File: src/rtl/mips_muldiv_pkg.sv
// Shared types and constants for the MIPS HI/LO multiply-divide unit.
package mips_muldiv_pkg;

    typedef enum logic [1:0] {
        OP_MULTU = 2'b00,
        OP_MULT  = 2'b01,
        OP_DIVU  = 2'b10,
        OP_DIV   = 2'b11
    } op_t;

    typedef enum logic [1:0] {
        S_IDLE  = 2'b00,
        S_RUN   = 2'b01,
        S_FIXUP = 2'b10
    } state_t;

    localparam int ITERATIONS = 32;

endpackage

File: src/rtl/mips_muldiv.sv
// Iterative radix-2 multiply/divide unit with MIPS HI/LO registers.
// Multiply and divide share one 64-bit working register and one counter.
module mips_muldiv
    import mips_muldiv_pkg::*;
(
    input  logic        clk,
    input  logic        reset,
    input  logic        start,
    input  logic [1:0]  op,
    input  logic [31:0] src_a,
    input  logic [31:0] src_b,
    input  logic        mthi,
    input  logic        mtlo,
    input  logic [31:0] mt_data,
    output logic        busy,
    output logic        done,
    output logic [31:0] hi,
    output logic [31:0] lo
);

    localparam logic [5:0] LAST_ITER = 6'(ITERATIONS - 1);

    state_t      state;
    state_t      next_state;
    op_t         op_reg;
    logic [5:0]  count;
    logic [63:0] work;
    logic [31:0] operand;
    logic        neg_result;
    logic        neg_rem;

    logic        op_signed;
    logic        op_div;
    logic        div_zero;
    logic        sign_a;
    logic        sign_b;
    logic [31:0] mag_a;
    logic [31:0] mag_b;
    logic [32:0] add_sum;
    logic [32:0] trial;
    logic [63:0] step_next;

    // Operand preparation; a divide by zero keeps the raw dividend so it lands in HI untouched.
    always_comb begin
        op_signed = op[0];
        op_div    = op[1];
        div_zero  = op_div && (src_b == 32'd0);
        sign_a    = op_signed && src_a[31];
        sign_b    = op_signed && src_b[31];
        mag_a     = (sign_a && !div_zero) ? -src_a : src_a;
        mag_b     = sign_b ? -src_b : src_b;
    end

    // One shift-add or restoring-subtract step on the shared working register.
    always_comb begin
        add_sum = {1'b0, work[63:32]} + (work[0] ? {1'b0, operand} : 33'd0);
        trial   = {work[63:32], work[31]} - {1'b0, operand};
        if (op_reg inside {OP_DIVU, OP_DIV}) begin
            if (trial[32])
                step_next = {work[62:0], 1'b0};
            else
                step_next = {trial[31:0], work[30:0], 1'b1};
        end else begin
            step_next = {add_sum, work[31:1]};
        end
    end

    always_ff @(posedge clk or posedge reset) begin
        if (reset)
            state <= S_IDLE;
        else
            state <= next_state;
    end

    always_comb begin
        next_state = state;
        case (state)
            S_IDLE:  if (start) next_state = S_RUN;
            S_RUN:   if (count == LAST_ITER) next_state = S_FIXUP;
            S_FIXUP: next_state = S_IDLE;
            default: next_state = S_IDLE;
        endcase
    end

    assign busy = (state != S_IDLE);

    always_ff @(posedge clk or posedge reset) begin
        if (reset) begin
            op_reg     <= OP_MULTU;
            count      <= 6'd0;
            work       <= 64'd0;
            operand    <= 32'd0;
            neg_result <= 1'b0;
            neg_rem    <= 1'b0;
            hi         <= 32'd0;
            lo         <= 32'd0;
            done       <= 1'b0;
        end else begin
            done <= 1'b0;
            case (state)
                S_IDLE: begin
                    // A start in the same cycle as mthi/mtlo takes priority and drops the move.
                    if (start) begin
                        op_reg     <= op_t'(op);
                        count      <= 6'd0;
                        work       <= {32'd0, mag_a};
                        operand    <= mag_b;
                        neg_result <= !div_zero && (sign_a ^ sign_b);
                        neg_rem    <= !div_zero && sign_a;
                    end else begin
                        if (mthi) hi <= mt_data;
                        if (mtlo) lo <= mt_data;
                    end
                end
                S_RUN: begin
                    work  <= step_next;
                    count <= count + 6'd1;
                end
                S_FIXUP: begin
                    done <= 1'b1;
                    if (op_reg inside {OP_DIVU, OP_DIV}) begin
                        lo <= neg_result ? -work[31:0]  : work[31:0];
                        hi <= neg_rem    ? -work[63:32] : work[63:32];
                    end else begin
                        {hi, lo} <= neg_result ? -work : work;
                    end
                end
                default: ;
            endcase
        end
    end

endmodule

File: config.mk
export PLATFORM = sky130hd
export DESIGN_NAME = mips_muldiv
export DESIGN_NICKNAME = d
export VERILOG_FILES = /design/src/rtl/mips_muldiv_pkg.sv /design/src/rtl/mips_muldiv.sv
export SDC_FILE = /design/constraint.sdc
export NUM_CORES = 1
export LEC_CHECK = 0
export CORE_UTILIZATION = 35
export CTS_CLUSTER_SIZE = 30
export DETAILED_ROUTE_END_ITERATION = 8
export SLEW_MARGIN = 20
export SYNTH_ARGS = -nofsm -noshare
export SYNTH_HDL_FRONTEND = slang
export SYNTH_SLANG_ARGS = --single-unit
File: constraint.sdc
create_clock -name clk -period 12.6 [get_ports clk]
set_clock_uncertainty 0.1 [all_clocks]
set_input_delay 2.52 -clock clk [delete_from_list [all_inputs] [get_ports clk]]
set_output_delay 2.52 -clock clk [all_outputs]
set_load 0.005 [all_outputs]
-- After elaboration in Yosys (flattened, before gate mapping)
Cells that the tools add are included.
- flip-flop bits (word level): 173
- equal/unequal tests: 10
- $add $sub $neg: 8
- reductions and logical operators: 17
- mux-type cells: 24
- bitwise operators: 1
- operator list (operator ; number):
    2-to-1 mux 32 bit ; 11
    2-to-1 mux 64 bit ; 4
    negation 32 bit ; 4
    one-hot mux 32 bit (2 select lines) ; 2
    one-hot mux 64 bit (2 select lines) ; 1
    negation 64 bit ; 1
    adder 32 x 32 -> 33 bit ; 1
    subtractor 33 x 32 -> 33 bit ; 1
    logical NOT 32 bit ; 1
    one-hot mux 6 bit (2 select lines) ; 1
    inequality test 2 bit (second input constant) ; 5
    nonzero test 2 bit ; 4
    adder 6 x 1 -> 6 bit (second input constant) ; 1
    == test 2 bit (second input constant) ; 3
    == test 6 x 5 -> 1 bit (second input constant) ; 1
    2-to-1 mux 6 bit ; 1
    AND reduction 2 bit ; 3
    AND reduction 3 bit ; 2
    logical AND 1 bit ; 5
    2-to-1 mux 2 bit ; 2
    one-hot mux 2 bit (2 select lines) ; 1
    == test 2 x 1 -> 1 bit (second input constant) ; 1
    logical NOT 2 bit ; 1
    logical NOT 1 bit ; 1
    other kinds (2) ; 2

-- Longest topological paths before layout
- depth after elaboration: 7
- depth in mapped cells: 15
- gate-level depth less buffers: 13

-- Worst setup path after synthesis
No wires, ideal clock.
- path kind: input to register
- from: input port src_b[6]
- to: register work[17]
- cell stages on the path: 10
- arrival: 4.641 ns
- setup slack: 7.724 ns
- buffers on the path: 1
- data required time: 12.365 ns
- cells stage by stage: or4_4 -> nor4_4 -> nand3_2 -> nor4_2 -> nand3_1 -> o211a_2 -> buf_2 -> o41ai_1 -> xor2_1 -> o21ai_0
- cells in the longest elaborated chain, start to end: 7
- ends and longest elaborated chain (item ; line ; source):
    start, declared ; mips_muldiv.sv:11 ; input logic [31:0] src_b,
    logical NOT 32 bit ; mips_muldiv.sv:47 ; div_zero = op_div && (src_b == 32'd0);
    logical AND 1 bit ; mips_muldiv.sv:47 ;
    logical NOT 1 bit ; mips_muldiv.sv:50 ; mag_a = (sign_a && !div_zero) ? -src_a : src_a;
    logical AND 1 bit ; mips_muldiv.sv:50 ;
    2-to-1 mux 32 bit ; mips_muldiv.sv:50 ;
    2-to-1 mux 64 bit ; mips_muldiv.sv:103 ; if (start) begin
    one-hot mux 64 bit (2 select lines) ; mips_muldiv.sv:100 ; case (state)
    end signal, assigned ; mips_muldiv.sv:106 ; work <= {32'd0, mag_a};
    end signal, assigned ; mips_muldiv.sv:116 ; work <= step_next;
    end, declared ; mips_muldiv.sv:27 ; logic [63:0] work;
Every way passes these cells. The select of a mux whose other input is x is not followed.
A chain may end at the register's enable or synchronous reset.

-- Worst setup path after layout
- from: input port src_b[2]
- to: register work[19]
The elaborated chain is that of the path after synthesis.

==> impl_metrics.env <==
export IMPL_status="complete, no violations"
export IMPL_p_sw_share_pct=48.95
export IMPL_dieArea_um2=41440
export IMPL_fp_row_count=73
export IMPL_grt_antenna_before_repair=0
export IMPL_fin_crit_sh_pct=43.58
export IMPL_port_buffers=168
export IMPL_wirelength_um=45930
export IMPL_synth_edf_count=0
export IMPL_p_clk_share_pct=13.1
export IMPL_cp_required_ns=12.82
export IMPL_switchingPower_uw=2045
export IMPL_syn_area_um2=14220
export IMPL_async_flop_share_pct=100.0
export IMPL_start_kind="input pin"
export IMPL_intPower_uw=2133
export IMPL_core_um2=39910
export IMPL_yosys_most_used_dff="dfrtp_1"
export IMPL_grt_pass1_wl_um=72200
export IMPL_syn_inst=1741
export IMPL_gp_congestion=0.9137
export IMPL_cts_buffers=17
export IMPL_nNetsFinal=2007
export IMPL_clk_path_buf_depth=2
export IMPL_worst_pin_slew_ns=1.051
export IMPL_dpl_hpwl_um=35580
export IMPL_critPathKind="in2reg"
export IMPL_cap_violations=0
export IMPL_drt_iter0_markers=1076
export IMPL_syn_area_per_cell_um2=8.168
export IMPL_final_util_pct=42.26
export IMPL_syn_nets=1915
export IMPL_wire_per_inst_um=19.36
export IMPL_slew_headroom_pct=29.90
export IMPL_power_frac_seq_pct=25.9
export IMPL_cts_resized=0
export IMPL_arrival_ns=5.71
export IMPL_hold_class="reg2reg"
export IMPL_largest_register_ffs=64
export IMPL_crit_reg2reg_launch="work[0]"
export IMPL_cts_tree="yes"
export IMPL_end_kind="flop"
export IMPL_final_setup_tns_ns=0
export IMPL_ys_ff_latch=172
export IMPL_r2r_slack_ns=8.30
export IMPL_rsz0062_at_grt="no"
export IMPL_whs_path_depth=2
export IMPL_ant_nets=0
export IMPL_vias=13210
export IMPL_cts_setup_buffers=0
export IMPL_clk_insertion_delay_late_ns=0.45
export IMPL_setup_viol=0
export IMPL_io_pins=169
export IMPL_hold_buffers=0
export IMPL_min_delay_worst_endpoint="operand[8]"
export IMPL_report_final_hold_viol_count=0
export IMPL_min_from="operand[8]"
export IMPL_drc=0
export IMPL_path_clk_slew_ns=0.07
export IMPL_period_minus_slack_ns=5.491
export IMPL_initial_core_util_pct=35.63
export IMPL_fin_cells=2372
export IMPL_area_growth_pct=18.61
export IMPL_drt_first_pass_iters=5
export IMPL_drive_gt1_share_pct=3.846
export IMPL_finalMaxSlewViolations=0
export IMPL_htree_levels=4
export IMPL_via_per_inst=5.570
export IMPL_gr_total_overflow=0
export IMPL_yosysWarnings=0
export IMPL_regMostFlops="work"
export IMPL_die_h_um=203.6
export IMPL_grt_util_all_layers_pct=22.25
export IMPL_dp_cells=2339
export IMPL_hold_worst_slack_ns=0.3794
export IMPL_ff2ff_path_depth=12
export IMPL_max_freq_mhz=182.1
export IMPL_dieWidth_um=203.6
export IMPL_power_density_nw_per_um2=247.8
export IMPL_vdd_drop_max_mv=0.1559
export IMPL_p_comb_share_pct=61.1
export IMPL_yosysSeqAreaShare_pct=30.27
export IMPL_r2r_end="work[61]"
export IMPL_root_buffer="clkbuf_16"
export IMPL_p_total_uw=4179
export IMPL_grt_pass1_vias=12580
export IMPL_clock_sinks=172
export IMPL_synth_cell_types=73
export IMPL_power_leakage_uw=0.006770
export IMPL_worstPathMaxFanout=26
export IMPL_grt_max_degree=103
## synthesized netlist by cell type (all sizes together), types with 30 or more instances
cell type | count | share of area [%]
ha | 69 | 6.1
xor2 | 78 | 4.8
nand2 | 185 | 4.9
clkbuf | 81 | 2.1
xnor2 | 94 | 5.8
nor2 | 126 | 3.3
inv | 62 | 1.6
a21oi | 92 | 3.2
dfrtp | 172 | 30
a31oi | 44 | 1.9
o21ai | 220 | 7.7
mux2i | 106 | 7.5
nor3 | 30 | 1.1
## critical path, cell delays in order
cell	delay, ns
clkdlybuf4s50_1	0.47
or3_1	0.46
nor3_1	0.45
nand2b_1	0.18
nor4_2	0.33
nand3_1	0.30
o211a_2	0.53
o21ai_0	0.18
xor2_1	0.18
o21ai_0	0.10
## layer usage
layer	routed length [um]	GRT usage, %	up-vias
li1	-	-	6475
met1	22600	32.77	6298
met2	20150	34.39	425
met3	2833	3.436	15
met4	341	3.974	0
met5	0	0	-
## final cells by class
| type | count | area, um2 |
|---|---|---|
| Antenna cell | 1 | 2.502 |
| Clock inverter | 14 | 156.4 |
| Timing Repair Buffer | 178 | 1757 |
| Multi-Input combinational cell | 1402 | 9311 |
| Tap cell | 525 | 656.9 |
| Inverter | 62 | 237.7 |
| Sequential cell | 172 | 4305 |
| Fill cell | 3970 | 23050 |
| Clock buffer | 18 | 439.2 |
## kinds of logic (layout without fill, tap and decap cells)
logic type               count (synthesis)  count (layout)  share of synthesized area, %
XOR/XNOR                               172             172                         10.59
adder cells (fa/ha/maj)                 71              71                         6.353
other                                    0               1                             0
AND/OR/NAND/NOR                        505             505                         16.92
flip-flops                             172             172                         30.27
buffers and inverters                  167             272                         4.540
multiplexers                           107             107                         7.541
AO/OA/AOI/OAI                          547             547                         23.78
## power groups by stage
| stage | sequential (uW) | clock (uW) | combinational [uW] |
|---|---|---|---|
| after CTS | 1070 | 555 | 2530 |
| after global placement | 1070 | 0 | 2500 |
| after global routing | 1110 | 578 | 2820 |
| after detailed placement | 1080 | 0 | 2510 |
| after floorplan | 927 | 0 | 1910 |
| final | 1080 | 545 | 2550 |
## metrics by stage
stage / setup WS (ns) / instance area, um2
CTS: 7.099 / 16860
global route: 6.895 / 16860
global placement: 6.730 / 16260
finish: 7.109 / 16870
detailed placement: 6.612 / 16270
floorplan: 5.320 / 14220
## cells in the final DEF, fill, tap and decap left out, types with 23 or more instances in the layout
cell	Yosys	routed
o21ai_0	202	202
o31ai_1	25	25
a21oi_1	92	91
inv_1	62	61
nand2_1	185	184
nand3_1	26	26
xnor2_1	94	93
nor3_1	30	30
a31oi_1	44	44
a21o_1	29	29
a211oi_1	23	23
nor2_1	126	124
ha_1	69	69
mux2i_1	106	106
dfrtp_1	172	171
xor2_1	78	78
clkdlybuf4s50_1	0	168
## worst max-delay path by stage
stage                   from        to  slack (ns)
floorplan              reset  count[0]        5.32
global placement    src_b[2]  work[10]        6.73
detailed placement  src_b[2]  work[19]        6.61
CTS                 src_b[2]  work[19]        7.10
global route        src_b[2]  work[19]        6.89
finish              src_b[2]  work[19]        7.11
Power figures use the tool's default switching activity.
